### src/rtl/mod_pkg.sv
// Shared types for the modulator front-panel controller: modulation mode
// encoding and the key-controller FSM states.
`timescale 1ns/1ps
package mod_pkg;

    typedef enum logic [1:0] {
        MODE_2FSK  = 2'd0,
        MODE_2PSK  = 2'd1,
        MODE_2DPSK = 2'd2,
        MODE_QPSK  = 2'd3
    } mod_mode_t;

    typedef enum logic [1:0] {
        IDLE   = 2'd0,
        RUN    = 2'd1,
        SWITCH = 2'd2
    } mod_state_t;

endpackage

### src/rtl/mod_key_ctrl_key_filter.sv
// Per-key debounce: samples the raw active-low button on each shared tick and
// emits a one-cycle press pulse when the debounced level falls 1->0.
`timescale 1ns/1ps
module key_filter
    import mod_pkg::*;
(
    input  logic clk,
    input  logic rst_n,
    input  logic tick,
    input  logic raw,
    output logic stable,
    output logic press
);

    logic sample_q;
    logic stable_q;
    logic press_q;

    // Two agreeing tick samples move the stable level; the press pulse is
    // registered on the same edge so it is high the cycle after the tick.
    always_ff @(posedge clk or negedge rst_n) begin
        if (!rst_n) begin
            sample_q <= 1'b1;
            stable_q <= 1'b1;
            press_q  <= 1'b0;
        end else begin
            press_q <= 1'b0;
            if (tick) begin
                sample_q <= raw;
                if (raw == sample_q) begin
                    stable_q <= raw;
                    press_q  <= stable_q & ~raw;
                end
            end
        end
    end

    assign stable = stable_q;
    assign press  = press_q;

endmodule

### src/rtl/mod_key_ctrl.sv
// Front-panel key controller: shared debounce prescaler, mode/run FSM and the
// valid/ack handshake towards the modulator. Optional long-press panic reset
// on the run key is built when MOD_KEY_LONG_PRESS_EN is defined.
//
// state  | meaning
// IDLE   | modulator stopped, keys active
// RUN    | modulator enabled, keys active
// SWITCH | new mode presented on cfg_valid, waiting for cfg_ack
`timescale 1ns/1ps
module mod_key_ctrl
    import mod_pkg::*;
#(
    parameter int TICK_DIV   = 120000,
    parameter int LONG_TICKS = 200
) (
    input  logic       clk,
    input  logic       rst_n,
    input  logic       key_mode_in,
    input  logic       key_run_in,
    output logic [1:0] mode,
    output logic       run_en,
    output logic       cfg_valid,
    input  logic       cfg_ack,
    output logic       busy
);

    localparam int CNT_W = $clog2(TICK_DIV);

    logic [CNT_W-1:0] div_q;
    logic             tick;

    assign tick = (div_q == CNT_W'(TICK_DIV - 1));

    always_ff @(posedge clk or negedge rst_n) begin
        if (!rst_n) begin
            div_q <= '0;
        end else begin
            div_q <= tick ? '0 : div_q + CNT_W'(1);
        end
    end

    logic mode_stable, mode_press;
    logic run_stable, run_press;
    logic long_press;

    key_filter u_key_mode (
        .clk    (clk),
        .rst_n  (rst_n),
        .tick   (tick),
        .raw    (key_mode_in),
        .stable (mode_stable),
        .press  (mode_press)
    );

    key_filter u_key_run (
        .clk    (clk),
        .rst_n  (rst_n),
        .tick   (tick),
        .raw    (key_run_in),
        .stable (run_stable),
        .press  (run_press)
    );

`ifdef MOD_KEY_LONG_PRESS_EN
    localparam int HOLD_W = $clog2(LONG_TICKS + 1);

    logic [HOLD_W-1:0] hold_q;
    logic              long_q;

    // Saturating hold count; the long pulse fires only on the step that
    // reaches LONG_TICKS, so a single hold triggers it once.
    always_ff @(posedge clk or negedge rst_n) begin
        if (!rst_n) begin
            hold_q <= '0;
            long_q <= 1'b0;
        end else begin
            long_q <= 1'b0;
            if (tick) begin
                if (run_stable) begin
                    hold_q <= '0;
                end else if (hold_q != HOLD_W'(LONG_TICKS)) begin
                    hold_q <= hold_q + HOLD_W'(1);
                    long_q <= (hold_q == HOLD_W'(LONG_TICKS - 1));
                end
            end
        end
    end

    assign long_press = long_q;
`else
    assign long_press = 1'b0;
`endif

    logic unused_stable;
    assign unused_stable = mode_stable ^ run_stable;

    mod_state_t state_q, state_d;
    mod_mode_t  mode_q, mode_d;
    logic       resume_q, resume_d;
    logic       run_en_q, cfg_valid_q, busy_q;

    always_comb begin
        state_d  = state_q;
        mode_d   = mode_q;
        resume_d = resume_q;
        unique case (state_q)
            IDLE, RUN: begin
                if (long_press) begin
                    mode_d   = MODE_2FSK;
                    resume_d = 1'b0;
                    state_d  = SWITCH;
                end else if (mode_press) begin
                    mode_d   = mod_mode_t'(mode_q + 2'd1);
                    resume_d = (state_q == RUN);
                    state_d  = SWITCH;
                end else if (run_press) begin
                    state_d  = (state_q == RUN) ? IDLE : RUN;
                end
            end
            SWITCH: begin
                if (cfg_ack) begin
                    state_d = resume_q ? RUN : IDLE;
                end
            end
            default: state_d = IDLE;
        endcase
    end

    // Outputs are registered from the next state so nothing combinational
    // reaches the pins from the keys or cfg_ack.
    always_ff @(posedge clk or negedge rst_n) begin
        if (!rst_n) begin
            state_q     <= IDLE;
            mode_q      <= MODE_2FSK;
            resume_q    <= 1'b0;
            run_en_q    <= 1'b0;
            cfg_valid_q <= 1'b0;
            busy_q      <= 1'b0;
        end else begin
            state_q     <= state_d;
            mode_q      <= mode_d;
            resume_q    <= resume_d;
            run_en_q    <= (state_d == RUN);
            cfg_valid_q <= (state_d == SWITCH);
            busy_q      <= (state_d == SWITCH);
        end
    end

    assign mode      = mode_q;
    assign run_en    = run_en_q;
    assign cfg_valid = cfg_valid_q;
    assign busy      = busy_q;

endmodule
### config.mk
export PLATFORM = sky130hd
export DESIGN_NAME = mod_key_ctrl
export DESIGN_NICKNAME = d
export VERILOG_FILES = /design/src/rtl/mod_pkg.sv /design/src/rtl/mod_key_ctrl_key_filter.sv /design/src/rtl/mod_key_ctrl.sv
export SDC_FILE = /design/constraint.sdc
export NUM_CORES = 1
export LEC_CHECK = 0
export ABC_AREA = 1
export BUFFER_PORTS_ARGS = -buffer_cell sky130_fd_sc_hd__buf_2
export CAP_MARGIN = 20
export CORE_ASPECT_RATIO = 1.1
export CORE_MARGIN = 2
export CORE_UTILIZATION = 50
export CTS_BUF_LIST = sky130_fd_sc_hd__clkbuf_8
export DETAILED_ROUTE_END_ITERATION = 8
export PLACE_DENSITY = 0.73
export SLEW_MARGIN = 20
export SYNTH_ARGS = -nofsm -noshare
export SYNTH_HDL_FRONTEND = slang
export SYNTH_SLANG_ARGS = --single-unit
### constraint.sdc
create_clock -name clk -period 3.4 [get_ports clk]
set_input_delay 0.17 -clock clk [delete_from_list [all_inputs] [get_ports clk]]
set_output_delay 0.17 -clock clk [all_outputs]
set_load 0.05 [all_outputs]
# Yosys cells after proc, flatten, opt, wreduce, memory -nomap -nowiden
# Cells that the tools add are included.
[classes]
mux = 11
reduce_logical = 5
eq_ne = 7
n_bitwise = 4
addsub = 2
[ops]
columns = ["op", "count"]
rows = [
  ["17-bit by 1-bit adder with 17-bit output (second input constant)", 1],
  ["17-bit equality test (second input constant)", 1],
  ["17-bit 2-to-1 mux", 1],
  ["1-bit 2-to-1 mux", 6],
  ["2-bit 2-to-1 mux", 3],
  ["2-bit AND reduction", 3],
  ["2-bit by 1-bit equality test with 1-bit output (second input constant)", 2],
  ["2-bit equality test (second input constant)", 2],
  ["2-bit case mux with 2 select lines", 1],
  ["2-bit by 1-bit adder with 2-bit output (second input constant)", 1],
  ["1-bit AND", 2],
  ["1-bit equality test", 2],
  ["2-bit logical NOT", 1],
  ["1-bit NOT", 2],
  ["2-bit OR reduction", 1],
]
[word_totals]
inputBits = 5
reg_bits = 30

# Longest topological paths before layout
# Gate-level depths: netlist of run 1.
[logic_depth]
ltp_word = 6
depth_mapped = 8
mapped_depth_nobuf = 8

# By module
# A second synthesis of run 1 with hierarchy kept.
[hier_totals]
hier_cells = 200
area_unflattened_um2 = 1540.2
[by_module_without_submodules]
columns = ["module", "area_each_um2", "seq_area_each_um2", "cells_each", "n_inst"]
rows = [
  ["mod_key_ctrl", 1285.0, 600.6, 168, 1],
  ["key_filter", 127.6, 77.6, 16, 2],
]

# Worst setup path after synthesis of run 1
# OpenSTA, ideal clock, no wires.
[synth_path]
path_kind = "reg-to-reg"
startpoint = "register div_q[0]"
endpoint = "register div_q[15]"
path_stages_with_launch = 7
setup_slack_ps = 2104
arrival_time_ps = 1180
setup_ps = 116
cell_sequence = "dfrtp_1 > ha_1 > nand3_2 > nor3_2 > nand3_2 > clkinv_4 > nor2_1"
[synth_between]
elab_chain_cells = 2
[synth_lines]
columns = ["item", "line", "text"]
rows = [
  ["start: declaration", "mod_key_ctrl.sv:29", "logic [CNT_W-1:0] div_q;"],
  ["start signal: assignment", "mod_key_ctrl.sv:38", "div_q <= tick ? '0 : div_q + CNT_W'(1);"],
  ["17-bit by 1-bit adder with 17-bit output or 17-bit equality test (tied branches)", "mod_key_ctrl.sv:38, mod_key_ctrl.sv:32", ""],
  ["17-bit 2-to-1 mux *", "mod_key_ctrl.sv:38", ""],
]
# Mark *: on every way between the ends. The rest lies on a longest branch, timed or not.
# A chain may end at the register's enable or synchronous reset.

# Worst setup path in the final report of run 1
[layout_path]
startpoint = "register div_q[0]"
endpoint = "register div_q[0]"
# Same word-level chain as after synthesis.

==> results of run 1 <==
[synth_stat cells (2+ instances only)]
cell	instances
dfrtp_1	26
inv_1	21
nand3_1	12
nand4_1	10
nor2_2	5
a21oi_1	2
dfstp_2	4
o21bai_1	2
nand2_2	2
nor2_1	35
o21ai_0	3
nand3_2	2
o31ai_1	2
xor2_1	9
xnor2_1	3
nand2_1	38
o21ai_1	2
[kinds of logic after synthesis]
kind of cell,after synthesis,share of synthesized area
and+or+nand+nor,107,0.3189
DFF,30,0.4951
xor gates and xnor gates,12,0.06886
AOI/OAI and AO/OA,12,0.04672
adders and majority gates,1,0.008195
buffers and inverters,23,0.06230
[sequential cells by signal (all words and copies together), names as in the netlist]
signal / flops
state_q: 2
u_key_run.stable: 1
mode: 2
div_q: 17
resume_q: 1
u_key_mode.stable: 1
u_key_mode.press: 1
u_key_mode.sample_q: 1
u_key_run.press: 1
u_key_run.sample_q: 1
busy: 1
run_en: 1
[layout make-up]
cell class	instances	area, µm²	area share
clock buffers	6	82.58	0.04835
clock inverters	2	8.758	0.005128
inverters	22	87.58	0.05128
multi-input cells	132	675.6	0.3956
flip-flops and latches	30	755.7	0.4425
well taps	34	42.54	0.02491
repair buffers	10	55.05	0.03223
[worst min-delay path, delay by kind of cell]
family	cells	cell delay (ns)
AOI/OAI and AO/OA	1	0.06
buffers and inverters	2	0.15
[through the flow]
stage	area, µm²	utilization	worst slack (ns)
after detailed placement	1607	0.5411	1.920
after global placement	1607	0.5411	2.016
after global routing	1708	0.5752	1.810
after floorplan	1526	-	2.104
after CTS	1708	0.5752	1.910
final	1708	0.5752	1.908
[repair_timing]
action,in CTS,in global routing
hold endpoints to repair,26,0
hold buffers,1,0
setup endpoints to repair,0,0
[worst min path at each step]
stage                           start                  end  depth (start not counted)
after CTS                     cfg_ack           state_q[1]                          2
after global placement          rst_n              mode[1]                          1
after floorplan                 rst_n                 busy                          0
final                     key_mode_in  u_key_mode.sample_q                          3
after detailed placement        rst_n                 busy                          1
after global routing      key_mode_in  u_key_mode.sample_q                          3
[per-layer routing]
metal | routed length (µm) | share of wire | GRT usage
met5 | 0 | 0 | 0
met1 | 1226 | 0.42 | 0.2212
met4 | 71 | 0.024 | 0.1020
met2 | 1491 | 0.51 | 0.3389
met3 | 160 | 0.054 | 0.05590
[report_power, final]
group	total [mW]	internal [mW]	switching (mW)
clock	0.288	0.160	0.128
combinational	0.0118	0.00303	0.00879
sequential	0.357	0.357	0
==> flow_summary_export.csv, run 1 <==
group,metric,value,unit
run_status,status,"complete, no violations",
timing,whs,0.1065,ns
layout,synthToLayoutAreaGrowth,11.89,%
hold_path,worstHoldPathType,"primary input to register",
setup_path,crit_cells,6,
place,port_buffers,9,
global_route,grt_max_degree,31,
setup_path,crit_arrival,1.66,ns
yosys,synth_area_per_cell,8.251,µm²
floorplanning,die_y,61.95,µm
timing,slew_viol_final,0,
cts,clk_latency,0.28,ns
setup_path,critPathBufInv,1,
global_route,grt_pass1_vias,1171,
yosys,ys_seq_elements,30,
drt,firstDrtPassIters,4,
setup_path,ff2ff_setup_slack,1.91,ns
global_route,grt_use_total,0.1943,
timing,finalHoldViolations,0,
yosys,async_reset_ff_frac,1.000,
setup_path,rr_endpoint,"div_q[0]",
drt,totalWireLength,2.949,mm
timing,tns,0,ns
yosys,ys.flop_type,"dfrtp_1",
setup_path,crit_path_frequent_cell,"nand3_2",
place,place_inst,227,
cts,cts_resized,0,
cts,clk_pin_slew_worst_paths,0.06,ns
global_route,gr-total-overflow,0,
timing,worst_pin_slew,0.6490,ns
cts,clock_sinks,30,
power_and_ir_drop,p_total,657.4,µW
global_route,grt_pass1_wl,5.030,mm
drt,ant_nets,0,
power_and_ir_drop,peakVddDrop,285.5,µV
power_and_ir_drop,p_leak,0.7984,nW
drt,via_count,1251,
yosys,synth_nets,191,
layout,n_fill_cell,264,
yosys,syn_inst,185,
setup_path,crit_path_end_kind,"register",
cts,max-clock-path-buffers,2,
timing,finalSetupViolCount,0,
setup_path,worstPathCellList,"ha_1 -> nand3_2 -> nor3_2 -> nand3_2 -> clkinv_4 -> nor2_1",
timing,fin_crit_sh,0.4389,
setup_path,timing.rr.start,"div_q[0]",
floorplanning,dieArea,3511,µm²
setup_path,startpoint_type,"register",
cts,cts_tree,"yes",
setup_path,crit_type,"register to register",
cts,clock-root-buffer,"clkbuf_8",
timing,period_needed,1.492,ns
place,place.gp.congestion,0.8816,
yosys,yosysWarnings,0,
run,cap_violations,0,
floorplanning,initial_core_util,0.5141,
yosys,yosysTopAreaCellShare,0.4262,
drt,remaining_drc_errors,0,
drt,via_per_inst,5.301,
power_and_ir_drop,power_per_cell_area,384.9,nW/µm²
cts,cts_setup_buffers,0,
cts,htreeDepth,2,
drt,avgRoutedWirePerCell,12.50,µm
timing,rsz0062_at_grt,"no",
setup_path,path_delay_family,"simple AND/OR/NAND/NOR gates",
drt,drtIter0Drc,62,
setup_path,cp_slowest_cell,"dfrtp_1",
yosys,yosysSeqAreaShare,0.4951,
layout,mostFrequentLayoutCell,"nand2_1",
floorplanning,std_cell_rows,21,
yosys,yosys.area.top_type,"dfrtp_1",
layout,drive_above_1_share,0.1584,
yosys,netlist-cell-type-count,24,
timing,maxSlewHeadroom,0.5673,
setup_path,cp-startpoint,"div_q[0]",
setup_path,critPathMaxStageDelay,0.41,ns
layout,layout_common_cells,"38 x nand2_1, 35 x nor2_1, 26 x dfrtp_1, 22 x inv_1, 12 x nand3_1",
layout,nNetsFinal,207,
place,hpwlAfterDp,2.183,mm
setup_path,timing.critical_path.to,"div_q[0]",
yosys,synth-edff-count,0,
yosys,yosys-top-cells-area,"dfrtp_1 43%, nand2_1 9.3%, nor2_1 8.6%",
layout,diodes,0,
setup_path,reg2regPathDepth,6,
cts,cts_made_buffers,5,
timing,skew,0.004944,ns
floorplanning,io_pins,10,
floorplanning,core,2969,µm²
timing,clock.fmax,670.1,MHz
setup_path,worstPathRequired,3.56,ns
layout,final_cell_count_no_fill,236,
global_route,antenna_found_initial,0,
setup_path,path_max_fanout,9,
floorplanning,die_w,56.68,µm
yosys,synth_area,1526,µm²
Note: power is estimated with default switching activity, not from simulation.
==> run 2: changes to the inputs <==
==> constraint.sdc (replaced) <==
create_clock -name clk -period 1.4 [get_ports clk]
set_input_delay 0.07 -clock clk [delete_from_list [all_inputs] [get_ports clk]]
set_output_delay 0.07 -clock clk [all_outputs]
set_load 0.05 [all_outputs]
==> run 2 against run 1 <==
Worst hold slack got worse by 0.10 ns. Register-to-register slack lost 1.9 ns. Clock power grew to 2.8 times the previous value. Combinational power is 140% higher. Highest routed layer unchanged. Die area is the same. Sequential power is 140% higher. Fmax rose by 11%. Routed wire length grew 7.1%. Clock-buffer cell count increased by 2. Via count rose by 3.2%. Non-clock buffer count rose by 4. Total power grew to 2.6 times the previous value.
==> flow_summary_export.csv, run 2 (synthesis results as in run 1) <==
group,metric,value,unit
power_and_ir_drop,power.switching,334.0,µW
timing,clock.fmax,741.4,MHz
layout,n_fill_cell,252,
layout,largest-register,"div_q",
setup_path,critPathMaxStageDelay,0.40,ns
timing,period_needed,1.349,ns
setup_path,crit_arrival,1.52,ns
global_route,grt_pass1_wl,4.892,mm
cts,cts_tree,"yes",
timing,maxSlewHeadroom,0.5627,
drt,firstDrtPassIters,4,
layout,synthToLayoutAreaGrowth,20.49,%
layout,layout_common_cells,"37 x nand2_1, 28 x nor2_1, 22 x dfrtp_1, 21 x inv_1, 12 x nand3_1",
layout,mostFrequentLayoutCell,"nand2_1",
drt,avgRoutedWirePerCell,13.11,µm
cts,max-clock-path-buffers,2,
power_and_ir_drop,seqPwrFrac,0.509,
timing,finalSetupViolCount,0,
setup_path,cp_slowest_cell,"dfrtp_2",
floorplanning,initial_core_util,0.5141,
timing,skew,0.007167,ns
layout,diodes,0,
power_and_ir_drop,peakVddDrop,964.2,µV
drt,remaining_drc_errors,0,
run_status,status,"complete, no violations",
floorplanning,dieArea,3511,µm²
place,hpwlAfterDp,2.172,mm
power_and_ir_drop,power_per_cell_area,926.8,nW/µm²
power_and_ir_drop,p_leak,0.8278,nW
timing,fin_crit_sh,0.9634,
cts,clock-root-buffer,"clkbuf_8",
run,cap_violations,0,
setup_path,path_max_fanout,5,
floorplanning,io_pins,10,
floorplanning,core,2969,µm²
global_route,grt_max_degree,31,
cts,htreeDepth,2,
place,port_buffers,9,
place,place.gp.congestion,0.9129,
layout,drive_above_1_share,0.2464,
timing,whs,0.004006,ns
power_and_ir_drop,comb_power_share,0.017,
timing,finalHoldViolations,0,
timing,rsz0062_at_grt,"yes",
setup_path,worstPathRequired,1.57,ns
global_route,antenna_found_initial,0,
place,place_inst,229,
setup_path,worstPathCellList,"ha_4 -> nand3_4 -> buf_12 -> nor2_4 -> xor2_1 -> nor2_1",
hold_path,worstHoldPathType,"primary input to register",
timing,worst_pin_slew,0.6559,ns
floorplanning,die_y,61.95,µm
global_route,grt_pass1_vias,1150,
cts,clock_sinks,30,
drt,totalWireLength,3.159,mm
global_route,grt_use_total,0.1870,
floorplanning,std_cell_rows,21,
layout,multiInputGateArea,734.5,µm²
setup_path,reg2regPathDepth,6,
power_and_ir_drop,pwr-share-clk,0.474,
drt,via_count,1291,
hold_path,hold_depth,2,
setup_path,cp-startpoint,"div_q[1]",
floorplanning,die_w,56.68,µm
cts,clk_latency,0.28,ns
timing,tns,0,ns
setup_path,startpoint_type,"register",
setup_path,crit_path_end_kind,"register",
layout,nNetsFinal,212,
drt,ant_nets,0,
hold_path,hold_start,"cfg_ack",
layout,final_core_util,0.6195,
layout,largest_register_ffs,17,
power_and_ir_drop,p_int,1.371,mW
drt,via_per_inst,5.357,
drt,drtIter0Drc,56,
setup_path,crit_type,"register to register",
setup_path,timing.rr.start,"div_q[1]",
timing,slew_viol_final,0,
global_route,gr-total-overflow,0,
cts,cts_made_buffers,5,
layout,ff_latch_area,760.7,µm²
layout,final_cell_count_no_fill,241,
cts,clk_pin_slew_worst_paths,0.06,ns
power_and_ir_drop,swShare,0.1960,
[run 2: per-stage QoR]
| stage | power (mW) | setup WS [ns] | cell area, µm² |
|---|---|---|---|
| final | 1.705 | 0.05128 | 1839 |
| after global routing | 1.767 | -0.04740 | 1839 |
| after CTS | 1.723 | 0.001364 | 1744 |
| after detailed placement | 0.9108 | -0.01515 | 1622 |
| after global placement | 0.9105 | 0.07949 | 1622 |
| after floorplan | 0.8867 | 0.1044 | 1526 |
[run 2: what timing repair did]
action / CTS / global route
buffers inserted: 0 / 2
pin swaps: 0 / 5
endpoints found under the hold margin: 26 / 0
gates cloned: 0 / 1
setup endpoints to repair: 9 / 12
resized for setup: 1 / 18
hold buffers: 1 / 0
[run 2: final cells by class]
class,instances,share of cell area
tap,34,0.02313
timing repair buffer,14,0.05306
multi-input combinational,132,0.3993
sequential,30,0.4136
clock buffer,8,0.05986
timing repair inverter,1,0.003401
inverter,22,0.04762
[run 2: path summary, 6_finish.rpt]
check / end / slack [ns]
worst min register to register: mode[1] / 0.46
max in group asynchronous: div_q[1] / 0.58
worst max register to register: div_q[6] / 0.05
min in group asynchronous: mode[0] / 0.35
worst min-delay path: busy / 0.004
worst max-delay path: div_q[6] / 0.05
[run 2: critical path: cells and delay by family (launching register included)]
family | cells | cell delay (ns)
XOR/XNOR | 1 | 0.19
flip-flops | 1 | 0.40
adder cells (fa/ha/maj) | 1 | 0.18
AND/OR/NAND/NOR | 3 | 0.32
buffers and inverters | 1 | 0.15
[run 2: power groups by stage]
stage	logic [mW]	registers, mW	clock network (mW)
detailed placement	0.0277	0.883	0
floorplan	0.00339	0.883	0
CTS	0.0301	0.868	0.825
finish	0.0288	0.868	0.808
global route	0.0341	0.867	0.866
global placement	0.0274	0.883	0
[run 2: routing by layer]
metal / global-route usage / part of all wire / wire length (µm)
met1: 0.2294 / 0.42 / 1333
met2: 0.3007 / 0.49 / 1553
met3: 0.04969 / 0.048 / 152
met4: 0.1156 / 0.038 / 120
met5: 0 / 0 / 0
